## src/rtl/build_info_regs.sv

```systemverilog
// Build-version and qualified USR_ACCESS capture exposed through a single-cycle register read port.
// USR_ACCESS data is captured only after DATAVALID has been synchronised and the data held stable.
module build_info_regs #(
  parameter int unsigned VER_W      = 64,
  parameter int unsigned STABLE_CYC = 4,
  parameter logic [31:0] ERR_DATA   = 32'h0000_0000
) (
  input  logic             clk,
  input  logic             rst,
  input  logic [VER_W-1:0] version_i,
  input  logic [31:0]      usr_data_i,
  input  logic             usr_datavalid_i,
  input  logic             rearm_i,
  input  logic             rd_req_i,
  input  logic [3:0]       rd_addr_i,
  output logic             rd_ack_o,
  output logic [31:0]      rd_data_o,
  output logic             rd_err_o,
  output logic             usr_valid_o,
  output logic [31:0]      usr_word_o
);

  localparam int unsigned NV    = VER_W / 32;
  localparam int unsigned CNT_W = 8;

  typedef enum logic [1:0] {
    IDLE     = 2'd0,
    STABLE   = 2'd1,
    CAPTURED = 2'd2
  } state_e;

  state_e             state_q;
  logic               dv_meta_q;
  logic               dv_s_q;
  logic [31:0]        shadow_q;
  logic [CNT_W-1:0]   cnt_q;
  logic [31:0]        usr_word_q;
  logic               usr_valid_q;
  logic [15:0]        cap_cnt_q;
  logic               rd_ack_q;
  logic [31:0]        rd_data_q;
  logic               rd_err_q;
  logic [31:0]        rd_word_c;
  logic               rd_bad_c;
  logic [31:0]        status_c;

  // Two-flop synchroniser for the asynchronous DATAVALID strobe
  always_ff @(posedge clk or posedge rst) begin
    if (rst) begin
      dv_meta_q <= 1'b0;
      dv_s_q    <= 1'b0;
    end else begin
      dv_meta_q <= usr_datavalid_i;
      dv_s_q    <= dv_meta_q;
    end
  end

  // Capture FSM: data must stay valid and unchanged for STABLE_CYC cycles
  always_ff @(posedge clk or posedge rst) begin
    if (rst) begin
      state_q     <= IDLE;
      shadow_q    <= 32'd0;
      cnt_q       <= '0;
      usr_word_q  <= 32'd0;
      usr_valid_q <= 1'b0;
      cap_cnt_q   <= 16'd0;
    end else begin
      case (state_q)
        IDLE: begin
          if (dv_s_q) begin
            state_q  <= STABLE;
            shadow_q <= usr_data_i;
            cnt_q    <= '0;
          end
        end
        STABLE: begin
          if (!dv_s_q) begin
            state_q <= IDLE;
          end else if (usr_data_i != shadow_q) begin
            shadow_q <= usr_data_i;
            cnt_q    <= '0;
          end else if (cnt_q == CNT_W'(STABLE_CYC - 1)) begin
            state_q     <= CAPTURED;
            usr_word_q  <= shadow_q;
            usr_valid_q <= 1'b1;
            if (cap_cnt_q != 16'hFFFF) begin
              cap_cnt_q <= cap_cnt_q + 16'd1;
            end
          end else begin
            cnt_q <= cnt_q + CNT_W'(1);
          end
        end
        CAPTURED: begin
          if (rearm_i) begin
            state_q <= IDLE;
          end
        end
        default: state_q <= IDLE;
      endcase
    end
  end

  assign status_c = {cap_cnt_q, 8'(NV), 5'd0, state_q, usr_valid_q};

  // Read decode uses pre-update register values, so a read racing a capture sees the old state
  always_comb begin
    rd_word_c = ERR_DATA;
    rd_bad_c  = 1'b1;
    for (int unsigned i = 0; i < NV; i++) begin
      if (32'(rd_addr_i) == i) begin
        rd_word_c = version_i[32*i +: 32];
        rd_bad_c  = 1'b0;
      end
    end
    if (32'(rd_addr_i) == NV) begin
      rd_word_c = usr_word_q;
      rd_bad_c  = 1'b0;
    end else if (32'(rd_addr_i) == NV + 1) begin
      rd_word_c = status_c;
      rd_bad_c  = 1'b0;
    end
  end

  always_ff @(posedge clk or posedge rst) begin
    if (rst) begin
      rd_ack_q  <= 1'b0;
      rd_data_q <= 32'd0;
      rd_err_q  <= 1'b0;
    end else begin
      rd_ack_q <= rd_req_i;
      rd_err_q <= rd_req_i & rd_bad_c;
      if (rd_req_i) begin
        rd_data_q <= rd_word_c;
      end
    end
  end

  assign rd_ack_o    = rd_ack_q;
  assign rd_data_o   = rd_data_q;
  assign rd_err_o    = rd_err_q;
  assign usr_valid_o = usr_valid_q;
  assign usr_word_o  = usr_word_q;

endmodule

```

## config.mk

```make
export PLATFORM = sky130hd
export DESIGN_NAME = build_info_regs
export DESIGN_NICKNAME = d
export VERILOG_FILES = /design/src/rtl/build_info_regs.sv
export SDC_FILE = /design/constraint.sdc
export NUM_CORES = 1
export LEC_CHECK = 0
export BUFFER_PORTS_ARGS = -buffer_cell sky130_fd_sc_hd__buf_2
export CORE_MARGIN = 2
export CORE_UTILIZATION = 40
export CTS_BUF_LIST = sky130_fd_sc_hd__clkbuf_16
export CTS_CLUSTER_SIZE = 28
export DETAILED_ROUTE_END_ITERATION = 10
export SLEW_MARGIN = 0
export SYNTH_ARGS = -nofsm -noshare
export SYNTH_HDL_FRONTEND = slang
export SYNTH_SLANG_ARGS = --single-unit
```

## constraint.sdc

```tcl
create_clock -name clk -period 9 [get_ports clk]
set_input_delay 0.9 -clock clk [delete_from_list [all_inputs] [get_ports clk]]
set_output_delay 0.9 -clock clk [all_outputs]
set_load 0.005 [all_outputs]
```

## Word-level counts from Yosys, hierarchy flattened

Cells that the tools add are included.

| word-level totals | value |
|---|---|
| register bits after elaboration | 127 |
| bits of input ports | 105 |
| output and inout bits | 67 |

| cells by class | value |
|---|---|
| add/subtract/negate cells | 2 |
| equal/unequal tests | 15 |
| multiplexer cells | 23 |
| bitwise operators | 2 |
| reduce and logical (&&, ||, !) cells | 8 |

Operator list:

| cell | number |
|---|---|
| 32-bit two-way mux | 7 |
| 32-bit one-hot mux with 2 select lines | 1 |
| 8-bit two-way mux | 4 |
| 32-bit != test | 1 |
| 16-bit by 1-bit adder with 16-bit output (second input constant) | 1 |
| 16-bit != test (second input constant) | 1 |
| 8-bit one-hot mux with 2 select lines | 1 |
| 4-bit AND reduction | 4 |
| 2-bit two-way mux | 5 |
| 3-bit != test (second input constant) | 3 |
| 8-bit by 1-bit adder with 8-bit output (second input constant) | 1 |
| 4-bit by 2-bit == test with 1-bit output (second input constant) | 2 |
| 8-bit by 2-bit == test with 1-bit output (second input constant) | 1 |
| 2-bit != test (second input constant) | 4 |
| 2-bit one-hot mux with 3 select lines | 1 |
| 5-bit AND reduction | 1 |
| 4-bit by 1-bit == test with 1-bit output (second input constant) | 1 |
| 4-bit zero test | 1 |
| 1-bit two-way mux | 4 |
| 2-bit by 1-bit == test with 1-bit output (second input constant) | 1 |
| 2-bit == test (second input constant) | 1 |
| 2-bit zero test | 1 |
| 2-bit nonzero test | 1 |
| 1-bit bitwise AND | 1 |
| 1-bit inverter | 1 |

## Logic depth before layout (Yosys ltp)

| logic depth | value |
|---|---|
| depth after elaboration | 6 |
| depth in mapped cells | 9 |
| gate-level depth less buffers | 7 |

## Least setup slack after synthesis

OpenSTA, ideal clock, no wires.

| timing | value |
|---|---|
| path kind | input to register |
| start | input port usr_data_i[5] |
| end | register shadow_q[8] |
| arrival | 2672 ps |
| slack | 6200 ps |
| stages | 7 |
| path buffers | 1 |
| cells stage by stage | xnor2_1 -> nand4_1 -> or4_4 -> nor3_4 -> nor2_1 -> buf_2 -> mux2_1 |

| between the ends | value |
|---|---|
| cells in the longest elaborated chain, start to end | 3 |

RTL lines:

| element | line | RTL |
|---|---|---|
| start, declared | 11 | `input logic [31:0] usr_data_i,` |
| 32-bit != test | 79 | `end else if (usr_data_i != shadow_q) begin` |
| 2-bit != test (no source line) | n/a |  |
| 4-bit AND reduction (no source line) | n/a |  |
| end signal, assigned | 72 | `shadow_q <= usr_data_i;` |
| end signal, assigned | 80 | `shadow_q <= usr_data_i;` |
| end, declared | 35 | `logic [31:0] shadow_q;` |

Every way passes these cells.
A chain may end at the register's enable or synchronous reset.

## Worst setup path in the final report

| timing | value |
|---|---|
| start | input port usr_data_i[30] |
| end | register cap_cnt_q[1] |

| between the ends | value |
|---|---|
| cells in the longest elaborated chain, start to end | 3 |

RTL lines:

| element | line | RTL |
|---|---|---|
| 32-bit != test | 79 |  |
| 1-bit inverter (no source line) | n/a |  |
| 5-bit AND reduction (no source line) | n/a |  |
| end signal, assigned | 87 | `cap_cnt_q <= cap_cnt_q + 16'd1;` |
| end, declared | 39 | `logic [15:0] cap_cnt_q;` |

Every way passes these cells.

==> impl_metrics.ini <==
[power]
p_leak_nw = 3.736
vdd.ir_drop.worst_mv = 0.1244
power-per-cell-area_nw_per_um2 = 184.5

[timing]
tightestPinTransition_ns = 1.025
setup_tns_ns = 0
worst_clock_skew_ns = 0.005137
post-route-min-period_ns = 3.699
unrepaired_setup_endpoints_after_global_routing = no
maxSlewViolCount = 0
finalSetupViolations = 0
final_period_util_pct = 41.10
timing.final.hold_violations = 0
maxSlewHeadroom_pct = 31.39
fmaxAchievable_mhz = 270.4

[placement]
dpl.hpwl_mm = 11.26
placedInstanceArea_um2 = 7177
dp_cells = 854
gp_routability_congestion = 0.7903
placement.io_buffers = 171

[synth]
synth.lib_cells_used.distinct = 39
synth-xor-area-share_pct = 6.389
synth_edf_count = 0
ys_top_cells_by_count = sky130_fd_sc_hd__dfrtp_1, sky130_fd_sc_hd__mux2_2, sky130_fd_sc_hd__xnor2_1
synth.top_cells.by_area = sky130_fd_sc_hd__dfrtp_1, sky130_fd_sc_hd__mux2_2, sky130_fd_sc_hd__mux4_2
syn-mean-instance-area_um2 = 11.89
synth-seq-cells = 127
yosysSeqAreaShare_pct = 51.52
combinational_family_with_the_most_area_after_synthesis = multiplexers
synthArstFlopShare_pct = 100.0
synth.cell_area_um2 = 6168
synth_cells = 519
synth_compound_gate_area_share_pct = 5.030
synth_simple_gate_area_share_pct = 10.93
post_synthesis_adder_cell_area_fraction_pct = 0.4057
library_cell_occupying_the_most_area_in_the_post_synthesis_netlist = sky130_fd_sc_hd__dfrtp_1
synth_flop_cell = sky130_fd_sc_hd__dfrtp_1
synth_warnings = 0
synth.net_count = 626
synth_top_cell_area_share_pct = 51.52
synthMostInstantiatedCell = sky130_fd_sc_hd__dfrtp_1
mux_contribution_to_synthesized_area_pct = 21.62

[run_status]
status = finished, final reports clean

[routing]
drt_iter0_markers = 238
drt_pre_antenna_iters = 6
detailroute.via_count = 4630
met3WireLength_mm = 1.062
drt.antenna.violating_nets = 0
dr.max_layer_used = met4
vias_per_cell = 5.226
wl_per_cell_um = 17.17
route.detailed.drc = 0
met1_length_mm = 6.957
routed-wl-met2_mm = 7.016
routed_wire_length_mm = 15.21

[clock_tree]
tritoncts_clock_tree = done
ctsResizeCount = 0
clock-sinks = 127
hold_buffers = 0
cts-root-buf = sky130_fd_sc_hd__clkbuf_16
clock_latency_ns = 0.42
post-cts-setup-buffer-count = 0
ctsLongestPathBuffers = 2
clock_tree.htree_level_count = 4
cts_buf_count = 17
worst_setup_hold_path_clk_slew_ns = 0.06

[floorplanning]
core_area_um2 = 15150
fp.dieH_um = 128.2
die_w_um = 128.2
fp-row-count = 45
floorplan.initialDensity_pct = 40.73
design.die.area_um2 = 16430
top_level_ports = 172

[finish]
num_antenna_cells = 0
final_layout_size_suffix_gt1_share_pct = 42.26
syn2layout_area_growth_pct = 25.98
layout.cells.non_filler = 886
design_area_um2 = 7771
fill_cells = 1323
fin_nets = 792
finish.utilization_pct = 51.31

[worst_hold_path]
hp-start = dv_meta_q
worstHoldPathType = reg2reg
worstHoldPathCells = 0
hold_path_end = dv_s_q

[critical_path]
r2r_slack_ns = 5.45
path_max_fanout = 35
r2r-start = shadow_q[30]
reg2regPathDepth = 7
sort_of_element_at_the_end_of_the_critical_path = flop
worst-endpoint-arrival_ns = 3.99
cp.required_ns = 9.30
critPathLaunchType = input pin
worst_r2r_endpoint = cap_cnt_q[1]
setup.worst_path.class = in2reg

[global_route]
maximum_number_of_pins_on_one_net_before_global_route_repair = 69
grt_util_all_layers_pct = 18.89
first_global_vias = 4394
grt_pass1_wl_mm = 23.50
grt_remaining_overflow = 0
antenna_found_initial = 0

[flow_run]
cap_violations = 0
-- critical path, stage by stage --
cell	delay, ns
sky130_fd_sc_hd__buf_2	0.11
sky130_fd_sc_hd__xnor2_1	0.29
sky130_fd_sc_hd__nand4_1	0.14
sky130_fd_sc_hd__or4_4	0.61
sky130_fd_sc_hd__nor4b_4	0.91
sky130_fd_sc_hd__buf_4	0.52
sky130_fd_sc_hd__nand2_1	0.16
sky130_fd_sc_hd__mux2_1	0.35
-- layout by cell type, fill, tap and decap left out, types with 2 or more instances in the layout --
cell,Yosys,layout
sky130_fd_sc_hd__nand3_1,14,14
sky130_fd_sc_hd__nand3b_1,2,2
sky130_fd_sc_hd__o21ai_0,25,25
sky130_fd_sc_hd__or3_1,2,2
sky130_fd_sc_hd__buf_4,2,3
sky130_fd_sc_hd__clkbuf_16,0,17
sky130_fd_sc_hd__a221o_1,2,2
sky130_fd_sc_hd__mux2i_1,14,14
sky130_fd_sc_hd__nand2b_1,4,4
sky130_fd_sc_hd__inv_6,0,3
sky130_fd_sc_hd__nand2_1,33,33
sky130_fd_sc_hd__ha_1,2,2
sky130_fd_sc_hd__nor4_1,4,4
sky130_fd_sc_hd__and4_1,3,3
sky130_fd_sc_hd__clkinv_2,0,3
sky130_fd_sc_hd__or2_2,3,3
sky130_fd_sc_hd__nor2b_1,3,3
sky130_fd_sc_hd__nand4_1,18,18
sky130_fd_sc_hd__nor2_1,21,20
sky130_fd_sc_hd__buf_2,7,171
sky130_fd_sc_hd__a21oi_1,13,13
sky130_fd_sc_hd__dfrtp_1,127,127
sky130_fd_sc_hd__xnor2_1,37,37
sky130_fd_sc_hd__mux2_1,4,4
sky130_fd_sc_hd__o22ai_1,12,12
sky130_fd_sc_hd__clkinv_1,0,2
sky130_fd_sc_hd__and3_1,7,7
sky130_fd_sc_hd__nor3_1,5,5
sky130_fd_sc_hd__bufinv_16,0,3
sky130_fd_sc_hd__inv_1,36,35
sky130_fd_sc_hd__mux2_2,64,64
sky130_fd_sc_hd__and2_1,2,2
sky130_fd_sc_hd__clkinvlp_4,0,4
sky130_fd_sc_hd__xor2_1,8,8
sky130_fd_sc_hd__mux4_2,19,19
-- metrics by stage --
| step | hold WS [ns] | setup WS, ns | power, mW |
|---|---|---|---|
| after floorplan | 0.3312 | 4.716 | 0.6991 |
| after global placement | 0.3408 | 4.938 | 0.7522 |
| after detailed placement | 0.3396 | 4.855 | 0.7558 |
| after CTS | 0.3521 | 5.273 | 1.450 |
| after global routing | 0.3615 | 5.141 | 1.491 |
| final | 0.3483 | 5.301 | 1.434 |
-- routing by layer --
metal | global-route usage, % | up-vias
met5 | 0 | -
li1 | - | 2178
met2 | 28.75 | 160
met4 | 6.658 | 0
met3 | 5.092 | 17
met1 | 26.09 | 2275
-- how the worst max path moves through the flow --
stage              startpoint           end  slack (ns)  cells after the start
6_report       usr_data_i[30]  cap_cnt_q[1]        5.30                      8
2_1_floorplan             rst  cap_cnt_q[0]        4.72                      1
4_1_cts        usr_data_i[30]  cap_cnt_q[1]        5.27                      8
3_3_place_gp   usr_data_i[30]  cap_cnt_q[1]        4.94                      8
5_1_grt        usr_data_i[27]  cap_cnt_q[1]        5.14                      8
3_5_place_dp   usr_data_i[30]  cap_cnt_q[1]        4.85                      8
-- cells by family after synthesis --
kind of cell,count (synthesis)
buffers and inverters,63
and+or+nand+nor,126
muxes,101
xor gates and xnor gates,45
AOI/OAI and AO/OA,55
DFF,127
adders and majority gates,2
-- flip-flops by register name (all words and copies together), names as in the netlist --
name / cells
cap_cnt_q: 16
cnt_q: 8
dv_meta_q: 1
dv_s_q: 1
rd_ack_o: 1
rd_data_o: 32
rd_err_o: 1
shadow_q: 32
state_q: 2
usr_valid_o: 1
usr_word_o: 32
-- layout make-up --
type / count / area, µm² / share of cell area (%)
Multi-Input combinational cell: 329 / 2745 / 35.32
Sequential cell: 127 / 3178 / 40.90
Clock inverter: 15 / 168.9 / 2.174
Inverter: 36 / 140.1 / 1.803
Timing Repair Buffer: 174 / 878.3 / 11.30
Tap cell: 188 / 235.2 / 3.027
Clock buffer: 17 / 425.4 / 5.474
-- report_power, final --
group	total (mW)	switching, mW	internal, mW
logic	0.132	0.0666	0.0651
clock network	0.691	0.258	0.433
registers	0.611	0.0185	0.593
Note: power is estimated with default switching activity, not from simulation.
